File: config.mk
export PLATFORM = sky130hd
export DESIGN_NAME = frame_buffer_manager_flat
export DESIGN_NICKNAME = d
export VERILOG_FILES = /design/src/rtl/frame_buffer_manager_pkg.sv /design/src/rtl/frame_buffer_manager_if.sv /design/src/rtl/frame_buffer_manager_clear_engine.sv /design/src/rtl/frame_buffer_manager.sv /design/src/flat_wrapper.sv
export SDC_FILE = /design/constraint.sdc
export NUM_CORES = 1
export LEC_CHECK = 0
export CAP_MARGIN = 40
export CORE_ASPECT_RATIO = 2
export CORE_MARGIN = 2
export CORE_UTILIZATION = 30
export CTS_CLUSTER_SIZE = 12
export DETAILED_ROUTE_END_ITERATION = 12
export PLACE_DENSITY_LB_ADDON = 0.15
export SYNTH_ARGS = -nofsm -noshare
export SYNTH_HDL_FRONTEND = slang
export SYNTH_HIERARCHICAL = 1
export SYNTH_SLANG_ARGS = --single-unit
File: constraint.sdc
create_clock -name clock -period 3.4 [get_ports clock]
set_input_delay 0.68 -clock clock [delete_from_list [all_inputs] [get_ports clock]]
set_output_delay 0.68 -clock clock [all_outputs]
set_load 0.02 [all_outputs]
File: src/rtl/frame_buffer_manager_pkg.sv
// Shared types and constants for the double-buffered frame store.
// The rasterizer, display controller and SRAM all work in 20-bit word addresses.
package fb_pkg;

  localparam int unsigned FB_WIDTH  = 640;
  localparam int unsigned FB_HEIGHT = 480;
  localparam int unsigned FB_WORDS  = FB_WIDTH * FB_HEIGHT;
  localparam int unsigned ADDR_W    = 20;

  typedef logic [15:0]       pixel_t;
  typedef logic [ADDR_W-1:0] addr_t;

  typedef enum logic [1:0] {
    CLEAR,
    DRAW,
    WAIT_SWAP
  } fb_state_t;

  localparam addr_t  DEF_BUF0_ADDR    = 20'h00000;
  localparam addr_t  DEF_BUF1_ADDR    = 20'h4B000;
  localparam pixel_t DEF_CLEAR_COLOR  = 16'h0000;

endpackage

File: src/rtl/frame_buffer_manager_if.sv
// Rasterizer pixel-write channel: valid/ready handshake with an offset address.
// master = rasterizer, slave = frame buffer manager.
interface frame_buffer_manager_if;
  import fb_pkg::*;

  logic   wr_valid;
  logic   wr_ready;
  addr_t  wr_addr;
  pixel_t wr_data;

  modport master (output wr_valid, output wr_addr, output wr_data, input wr_ready);
  modport slave  (input wr_valid, input wr_addr, input wr_data, output wr_ready);

endinterface

File: src/rtl/frame_buffer_manager_clear_engine.sv
// Word counter for clearing the back buffer; advances only on cycles a clear write is issued.
// done flags the cycle carrying the final write of the buffer.
module fb_clear_engine
  import fb_pkg::*;
#(
  parameter int unsigned FB_WORDS = fb_pkg::FB_WORDS
) (
  input  logic  clock,
  input  logic  reset,
  input  logic  en,
  input  logic  restart,
  output addr_t cnt,
  output logic  done
);

  assign done = en && (cnt == addr_t'(FB_WORDS - 1));

  always_ff @(posedge clock or negedge reset) begin
    if (!reset) begin
      cnt <= '0;
    end else if (restart) begin
      cnt <= '0;
    end else if (en) begin
      cnt <= done ? '0 : cnt + 1'b1;
    end
  end

endmodule

File: src/rtl/frame_buffer_manager.sv
// Double-buffer owner and single-port SRAM arbiter: display reads win, then clear or rasterizer writes.
// Buffers swap on the first frame boundary after the rasterizer reports a finished frame.
module frame_buffer_manager
  import fb_pkg::*;
#(
  parameter addr_t       BUF0_ADDR   = DEF_BUF0_ADDR,
  parameter addr_t       BUF1_ADDR   = DEF_BUF1_ADDR,
  parameter int unsigned FB_WORDS    = fb_pkg::FB_WORDS,
  parameter pixel_t      CLEAR_COLOR = DEF_CLEAR_COLOR
) (
  input  logic                         clock,
  input  logic                         reset,
  input  logic                         completed_frame,
  input  logic                         disp_read_enable,
  input  addr_t                        disp_read_addr,
  output addr_t                        front_buffer_addr,
  output logic                         raster_ready,
  input  logic                         frame_done,
  frame_buffer_manager_if.slave        wr,
  output addr_t                        sram_addr,
  output logic                         sram_we,
  output logic                         sram_oe,
  output pixel_t                       sram_wdata
);

  fb_state_t state;
  addr_t     back_buffer_addr;
  addr_t     clear_cnt;
  logic      clear_en;
  logic      clear_done;

  fb_clear_engine #(
    .FB_WORDS (FB_WORDS)
  ) u_clear (
    .clock   (clock),
    .reset   (reset),
    .en      (clear_en),
    .restart (state != CLEAR),
    .cnt     (clear_cnt),
    .done    (clear_done)
  );

  // Port outputs are combinational; reset is folded in so they read idle while it is held.
  always_comb begin
    sram_addr   = '0;
    sram_we     = 1'b0;
    sram_oe     = 1'b0;
    sram_wdata  = '0;
    wr.wr_ready = 1'b0;
    clear_en    = 1'b0;
    if (!reset) begin
      sram_addr = '0;
    end else if (disp_read_enable) begin
      sram_addr = disp_read_addr;
      sram_oe   = 1'b1;
    end else begin
      case (state)
        CLEAR: begin
          clear_en   = 1'b1;
          sram_we    = 1'b1;
          sram_addr  = back_buffer_addr + clear_cnt;
          sram_wdata = CLEAR_COLOR;
        end
        DRAW: begin
          wr.wr_ready = 1'b1;
          sram_we     = wr.wr_valid;
          sram_addr   = back_buffer_addr + wr.wr_addr;
          sram_wdata  = wr.wr_data;
        end
        default: begin
          sram_we = 1'b0;
        end
      endcase
    end
  end

  always_ff @(posedge clock or negedge reset) begin
    if (!reset) begin
      state             <= CLEAR;
      front_buffer_addr <= BUF0_ADDR;
      back_buffer_addr  <= BUF1_ADDR;
      raster_ready      <= 1'b0;
    end else begin
      case (state)
        CLEAR: begin
          if (clear_done) begin
            state        <= DRAW;
            raster_ready <= 1'b1;
          end
        end
        DRAW: begin
          if (frame_done) begin
            state        <= WAIT_SWAP;
            raster_ready <= 1'b0;
          end
        end
        WAIT_SWAP: begin
          if (completed_frame) begin
            front_buffer_addr <= back_buffer_addr;
            back_buffer_addr  <= front_buffer_addr;
            state             <= CLEAR;
          end
        end
        default: begin
          state        <= CLEAR;
          raster_ready <= 1'b0;
        end
      endcase
    end
  end

endmodule

File: src/flat_wrapper.sv
// flat-port wrapper written by rule: the top's interface ports become plain ports
module frame_buffer_manager_flat import fb_pkg::*;
#(
  parameter addr_t       BUF0_ADDR   = DEF_BUF0_ADDR,
  parameter addr_t       BUF1_ADDR   = DEF_BUF1_ADDR,
  parameter int unsigned FB_WORDS    = fb_pkg::FB_WORDS,
  parameter pixel_t      CLEAR_COLOR = DEF_CLEAR_COLOR
)
  (clock, reset, completed_frame, disp_read_enable, disp_read_addr, front_buffer_addr, raster_ready, frame_done, sram_addr, sram_we, sram_oe, sram_wdata, wr_wr_valid, wr_wr_addr, wr_wr_data, wr_wr_ready);
  frame_buffer_manager_if wr_i ();
  input  logic clock;
  input  logic reset;
  input  logic completed_frame;
  input  logic disp_read_enable;
  input  addr_t disp_read_addr;
  output addr_t front_buffer_addr;
  output logic raster_ready;
  input  logic frame_done;
  output addr_t sram_addr;
  output logic sram_we;
  output logic sram_oe;
  output pixel_t sram_wdata;
  input wire logic [$bits(wr_i.wr_valid)-1:0] wr_wr_valid;
  input wire logic [$bits(wr_i.wr_addr)-1:0] wr_wr_addr;
  input wire logic [$bits(wr_i.wr_data)-1:0] wr_wr_data;
  output wire logic [$bits(wr_i.wr_ready)-1:0] wr_wr_ready;
  assign wr_i.wr_valid = wr_wr_valid;
  assign wr_i.wr_addr = wr_wr_addr;
  assign wr_i.wr_data = wr_wr_data;
  assign wr_wr_ready = wr_i.wr_ready;
  frame_buffer_manager #(.BUF0_ADDR(BUF0_ADDR), .BUF1_ADDR(BUF1_ADDR), .FB_WORDS(FB_WORDS), .CLEAR_COLOR(CLEAR_COLOR)) u_core (.clock(clock), .reset(reset), .completed_frame(completed_frame), .disp_read_enable(disp_read_enable), .disp_read_addr(disp_read_addr), .front_buffer_addr(front_buffer_addr), .raster_ready(raster_ready), .frame_done(frame_done), .wr(wr_i), .sram_addr(sram_addr), .sram_we(sram_we), .sram_oe(sram_oe), .sram_wdata(sram_wdata));
endmodule
==> results of run 1 <==
critical path: stages, from the launching register on:
cell and delay [ns]:
dfrtp_1 0.42, nand2b_4 0.20, buf_6 0.14, mux2_4 0.32
ha_4 0.30, nand4_1 0.21, a211oi_4 0.39, o31ai_4 0.11
o2bb2ai_4 0.19, buf_4 0.14, mux2i_1 0.18, nand2_1 0.08
buf_6 0.13
cell families after synthesis:
kind of cell | after synthesis | synth area share
flops | 63 | 0.372
simple gates | 144 | 0.172
compound gates | 87 | 0.144
xor+xnor | 23 | 0.0474
buf+inv | 38 | 0.0350
mux | 61 | 0.161
fa+ha+maj | 23 | 0.0694
metrics by stage:
| step | setup TNS, ns | instances |
|---|---|---|
| floorplan | -0.00970 | 439 |
| global placement | -12.80 | 817 |
| detailed placement | -12.79 | 818 |
| CTS | -3.88 | 850 |
| global route | -6.17 | 859 |
| finish | -4.73 | 859 |
power breakdown:
part | switching, uW | internal (uW)
combinational | 250 | 276
sequential | 19.7 | 776
clock | 349 | 665
total | 619 | 1720
final cells by class:
type / count / area [sq um]
Fill cell: 1244 / 6380
Multi-Input combinational cell: 339 / 3170
Timing Repair Buffer: 233 / 2120
Sequential cell: 63 / 1580
Clock buffer: 10 / 239
Tap cell: 189 / 236
Clock inverter: 6 / 93.8
Inverter: 19 / 71.3
how the worst max path moves through the flow:
stage | start | slack, ns | end
2_1_floorplan | u_core/state[1] | -0.01 | sram_addr[19]
3_3_place_gp | wr_wr_addr[0] | -1.07 | sram_addr[16]
3_5_place_dp | wr_wr_addr[0] | -1.05 | sram_addr[16]
4_1_cts | u_core/state[1] | -0.44 | sram_addr[18]
5_1_grt | u_core/state[1] | -0.56 | sram_addr[18]
6_report | u_core/state[1] | -0.42 | sram_addr[18]
metal layers:
metal / track usage / vias up / part of all wire
met5: 0 / - / 0
met4: 0.0797 / 0 / 0.037
met3: 0.0272 / 31 / 0.031
met2: 0.367 / 92 / 0.56
met1: 0.223 / 2086 / 0.37
li1: - / 2056 / -
placed cells by master (no fill, tap or decap), types with 3 or more instances in the layout:
cell             instances
nand4_1                 12
inv_1                   16
o21ai_1                  9
nor2_1                  26
nand2_2                  4
nand3_1                 14
o21ai_0                 10
clkdlybuf4s50_1         98
dfstp_2                  4
dfrtp_1                 58
a21oi_1                 10
a21oi_4                  8
a22o_1                   3
a21oi_2                  3
a21o_1                   4
xnor2_1                  8
nor4_1                   3
a32o_2                   3
buf_4                   99
mux2_2                  41
xor2_1                  12
dlygate4sd2_1            4
ha_4                    20
o21ai_2                  5
inv_2                    3
o211ai_1                 3
and3_1                  19
or3_1                    5
clkinv_4                 3
clkbuf_16                9
nand3b_1                 3
nand2_1                 33
nor3_1                   5
mux2_4                  18
buf_6                   26
state kept, by name, indices dropped and copies added (netlist names):
register and count:
u_core/u_clear/cnt 20, u_core/raster_ready 1, u_core/back_buffer_addr 20, u_core/front_buffer_addr 20, u_core/state 2
repair_timing:
item	CTS	global route
gates resized for setup	185	41
endpoints found under the setup margin	19	18
setup buffers	17	13
pin swaps	25	36
cloned	1	0
==> results by group, run 1 <==
STA
  • Final Setup Violations: 15
  • Fin. max-slew vios: 0
  • Final period utilization: 1.12
  • Slew @ Worst Pin: about 0.68 ns
  • Clock period minus final worst setup slack: 3.82 ns
  • Setup WS post-layout: -0.423 ns
  • Worst hold margin: around 0.43 ns
  • RSZ-0062 raised after global routing: true
  • Highest clock rate: between 0.2 and 0.3 GHz
  • Clock skew: ~0.006 ns
  • Final hold viol count: 0
  • Rel. slew slack: 0.540

Run status
  • Failing checks: setup timing
  • Outcome: finished, violations left

Critical path
  • Worst setup EP type: primary output
  • FF-to-FF End: u_core/u_clear/cnt[19]
  • CP Class: reg2out
  • RR Startpoint: u_core/state[1]
  • Startpoint types: flop
  • Worst Reg-to-Reg Cells: 12
  • WP data required: about 2.7 ns
  • Worst R2R Setup Slack: 0.73 ns
  • Worst path arrival time: between 3 and 4 ns
  • Critical-path maximum fanout: 4

Routing
  • Avg WL per Cell: 17.7 um
  • Detailed-route via count: 4265
  • Detailed Routing Iterations Pass 1: 4
  • Residual DRC count: 0
  • Final WL: 15200 um
  • Vias per inst: ~5.0
  • Final antenna-violating net count: 0
  • DRT iter0 DRCs: 183

Placed design
  • Placer Congestion: 0.901
  • Dpl cell area: 6340 sq um
  • Post-Place Setup Slack: -1.05 ns
  • Input/output buffers: 121
  • Post-DP HPWL: 11200 um

Min path
  • HP Class: in2async

Global routing
  • GRT Overall Usage: 0.199
  • Vias in the first global route: 4428
  • First-pass GRT wire length: 22800 um
  • Grt total ovfl: 0
  • Largest net degree at the start of global routing: 41
  • Initial antenna violation count: 1

Layout
  • Layout cells sized above 1: 0.427
  • Total Nets Final: 750
  • Final core occ: 0.541
  • Antenna cells: 0
  • Layout area overhead: 76.7%
  • Final Cell Area: 7510 sq um

Floorplanning
  • IO Pins: 122
  • Die Y: 172 um
  • Initial Utilization: 0.306
  • Row Count: between 60 and 70
  • Die span in x: 88.2 um
  • CORE AREA: 13900 sq um
  • Die area: 15200 sq um

CTS
  • CTS tree: yes
  • TritonCTS Buffers: 9
  • Clk sinks: 63
  • Worst-skew pair later-pin latency: 0.33 ns
  • Max H-tree Level: 3
  • Hold_buf cts: 0
  • CTS max path bufs: 2
  • Clock-pin slew on the worst setup and hold paths: 0.05 ns
  • Clock root cell: clkbuf_16

Synth
  • Seq/Total Area, Yosys: 0.372
  • Most frequent cell after synthesis: dfrtp_1
  • Syn. warnings: 6
  • Top_reg_cell synth: dfrtp_1
  • Mapped Cells: around 440
  • Register bit total from synthesis: 63
  • Post-synth EDFFs: 0
  • Top cell type's share of synthesized area: 0.347
  • Most area-consuming cells after synthesis: dfrtp_1 35%, mux2_2 15%, ha_1 6.5%
  • List of most frequent post-synthesis cells: 59 x dfrtp_1, 58 x mux2_2, 39 x nand2_1, 27 x nor2_1, 22 x ha_1
  • Synthesized area: 4250 sq um
  • Average size of a mapped cell: a little under 10 sq um
  • Post-Syn Nets: 524
  • Post-synth top area cell: dfrtp_1
  • Asr flop ratio synth: 1.00
  • Cell variety after synth: 60

Power and ir drop
  • Lkg Pwr: 0.00340 uW
  • Power per standard cell area: 311 nW/um^2
  • Final Power: 2340 uW
  • Peak VDD IR: 250 uV

Job
  • Maxcap violations: 0
Power figures use the tool's default switching activity.
==> run 2, diff against run 1 <==
GPL_ROUTABILITY_DRIVEN = 0   (was default)
==> results by group, run 2 (same netlist as run 1, synthesis figures left out) <==
CTS
  • Clock-pin slew on the worst setup and hold paths: 0.05 ns (about the same)
  • Clk sinks: 63 (unchanged)
  • Hold_buf cts: 0 (unchanged)
  • Clock root cell: clkbuf_16
  • Worst-skew pair later-pin latency: 0.33 ns (about the same)
  • CTS max path bufs: 2 (unchanged)
  • CTS tree: yes
  • Max H-tree Level: 3 (unchanged)
  • TritonCTS Buffers: 9 (unchanged)

Critical path
  • Worst Reg-to-Reg Cells: 11 (-1)
  • RR Startpoint: u_core/state[1]
  • CP Class: in2out
  • Worst path arrival time: 3.18 ns (+0.04 ns)
  • Worst R2R Setup Slack: 0.64 ns (-0.09 ns)
  • Critical-path maximum fanout: 3 (-1)
  • Startpoint types: input port
  • FF-to-FF End: u_core/u_clear/cnt[19]
  • Critical Path End: sram_addr[12]
  • Worst setup EP type: primary output
  • WP data required: 2.72 ns (about the same)
  • Crit. Startpoint: wr_wr_addr[1]

Layout
  • Largest registers: u_core/back_buffer_addr x20, u_core/front_buffer_addr x20, u_core/u_clear/cnt x20
  • Antenna cells: 0 (unchanged)
  • Fillers: 1283 (+3.1%)
  • Commonest non-fill, non-tap cells in the layout: 100 x clkdlybuf4s50_1, 100 x buf_4, 57 x dfrtp_1, 54 x mux2_2, 34 x nand2_1
  • Total Nets Final: 743 (-0.93%)
  • Layout area overhead: 72.3%
  • Layout cells sized above 1: 0.425 (-0.00153)

Run status
  • Failing checks: setup timing
  • Outcome: finished, violations left

Floorplanning
  • IO Pins: 122 (unchanged)
  • CORE AREA: 13900 sq um (unchanged)
  • Die span in x: 88.2 um (unchanged)
  • Row Count: 61 (unchanged)
  • Initial Utilization: 0.306 (unchanged)
  • Die Y: 172 um (unchanged)
  • Die area: 15200 sq um (unchanged)

Power and ir drop
  • Power per standard cell area: 318 nW/um^2 (+2.3%)
  • Lkg Pwr: 0.00331 uW (-2.6%)
  • Peak VDD IR: 292 uV (+17%)

Global routing
  • First-pass GRT wire length: 21800 um (-4.5%)
  • Gr busiest metal: met2
  • Met2 global-route usage: 0.354 (-0.0127)
  • Initial antenna violation count: 1 (unchanged)
  • Met3 usage: 0.0282 (+0.000955)
  • Vias in the first global route: 4325 (-2.3%)
  • GRT Overall Usage: 0.191 (-0.00822)
  • Met1 GRT Util: 0.209 (-0.0142)
  • Grt total ovfl: 0 (unchanged)
  • Largest net degree at the start of global routing: 41 (unchanged)

Job
  • Maxcap violations: 0 (unchanged)

Placed design
  • Input/output buffers: 121 (unchanged)
  • Post-DP HPWL: 11400 um (+1.5%)

Routing
  • Detailed-route via count: 4239 (-0.61%)
  • Residual DRC count: 0 (unchanged)
  • Vias per inst: 4.98 (+0.21%)
  • Final WL: 14900 um (-1.9%)
  • DRT iter0 DRCs: 127 (-31%)
  • Avg WL per Cell: 17.5 um (-1.1%)
  • Detailed Routing Iterations Pass 1: 7 (+3)
  • Final antenna-violating net count: 0 (unchanged)

STA
  • Rel. slew slack: 0.531 (-0.00915)
  • Slew @ Worst Pin: 0.697 ns (+0.0136 ns)
  • Highest clock rate: 0.259 GHz (-1.1%)
  • Final setup TNS: -4.79 ns (-0.0583 ns)
  • Final Setup Violations: 15 (unchanged)
  • Final hold viol count: 0 (unchanged)
  • Final period utilization: 1.14 (+0.0122)
  • Setup WS post-layout: -0.464 ns (-0.0415 ns)
  • RSZ-0062 raised after global routing: true
  • Clock skew: 0.00516 ns (-0.00102 ns)
  • Fin. max-slew vios: 0 (unchanged)
  • Clock period minus final worst setup slack: 3.86 ns (+0.0415 ns)
  • Worst hold margin: 0.406 ns (-0.0264 ns)

Min path
  • HP Class: in2async
run 2: cell count changes in the layout (fill, tap and decap cells not counted), moves of 3 or more:
cell	previous run	this run
ha_4	20	15
ha_1	2	5
a21oi_2	3	10
a21oi_4	8	3
mux2_4	18	5
mux2_2	41	54
buf_6	26	15
run 2: worst max-delay path, stage by stage:
cell             delay (ns)
clkdlybuf4s50_1        0.46
mux2_4                 0.17
inv_2                  0.04
fa_2                   0.35
nand3b_1               0.26
a211oi_4               0.41
buf_4                  0.18
o311ai_2               0.08
nand3b_1               0.12
xnor2_1                0.08
o21ai_1                0.18
buf_4                  0.17
run 2: repair_timing:
action                                  in CTS  in global routing
resized for setup                          149                 44
hold endpoints to repair                     0                  0
endpoints found under the setup margin      19                 33
cloned                                       2                  0
buffers inserted                            10                  6
pin swaps                                   23                 26
run 2: power breakdown:
part           internal [uW]  switching, uW
sequential               776           19.3
clock                    665            350
combinational            272            248
run 2: cell type report:
| cell class | count | area, sq um | area share |
|---|---|---|---|
| Sequential cell | 63 | 1580 | 0.216 |
| Inverter | 19 | 71.3 | 0.00973 |
| Multi-Input combinational cell | 339 | 3040 | 0.415 |
| Tap cell | 189 | 236 | 0.0323 |
| Clock buffer | 10 | 239 | 0.0326 |
| Timing Repair Buffer | 226 | 2060 | 0.281 |
| Clock inverter | 6 | 92.6 | 0.0126 |
run 2: metrics by stage:
| step | setup slack [ns] | utilization | cells | area [sq um] | total power [uW] |
|---|---|---|---|---|---|
| floorplan | -0.00970 | - | 439 | 4300 | 996 |
| global placement | -1.07 | 0.456 | 821 | 6340 | 1240 |
| detailed placement | -1.06 | 0.458 | 822 | 6360 | 1250 |
| CTS | -0.490 | 0.510 | 848 | 7080 | 2320 |
| global route | -0.561 | 0.528 | 852 | 7330 | 2430 |
| finish | -0.464 | 0.528 | 852 | 7330 | 2330 |
run 2: how the worst min path moves through the flow:
stage          slack (ns)                           to  cells after the start                        start
3_5_place_dp         0.51  u_core/front_buffer_addr[1]                      2  u_core/front_buffer_addr[1]
4_1_cts              0.42        u_core/u_clear/cnt[3]                      2                        reset
2_1_floorplan        0.38   u_core/back_buffer_addr[0]                      0                        reset
6_report             0.41       u_core/u_clear/cnt[19]                      2                        reset
3_3_place_gp         0.50  u_core/front_buffer_addr[1]                      2  u_core/front_buffer_addr[1]
5_1_grt              0.44       u_core/u_clear/cnt[13]                      2                        reset
run 2: per-layer routing:
metal  wire length, um  part of all wire  vias to the layer above
li1                  -                 -                     2043
met1              5420              0.36                     2078
met2              8480              0.57                       89
met3               503             0.034                       29
met4               488             0.033                        0
met5                 0                 0                        -
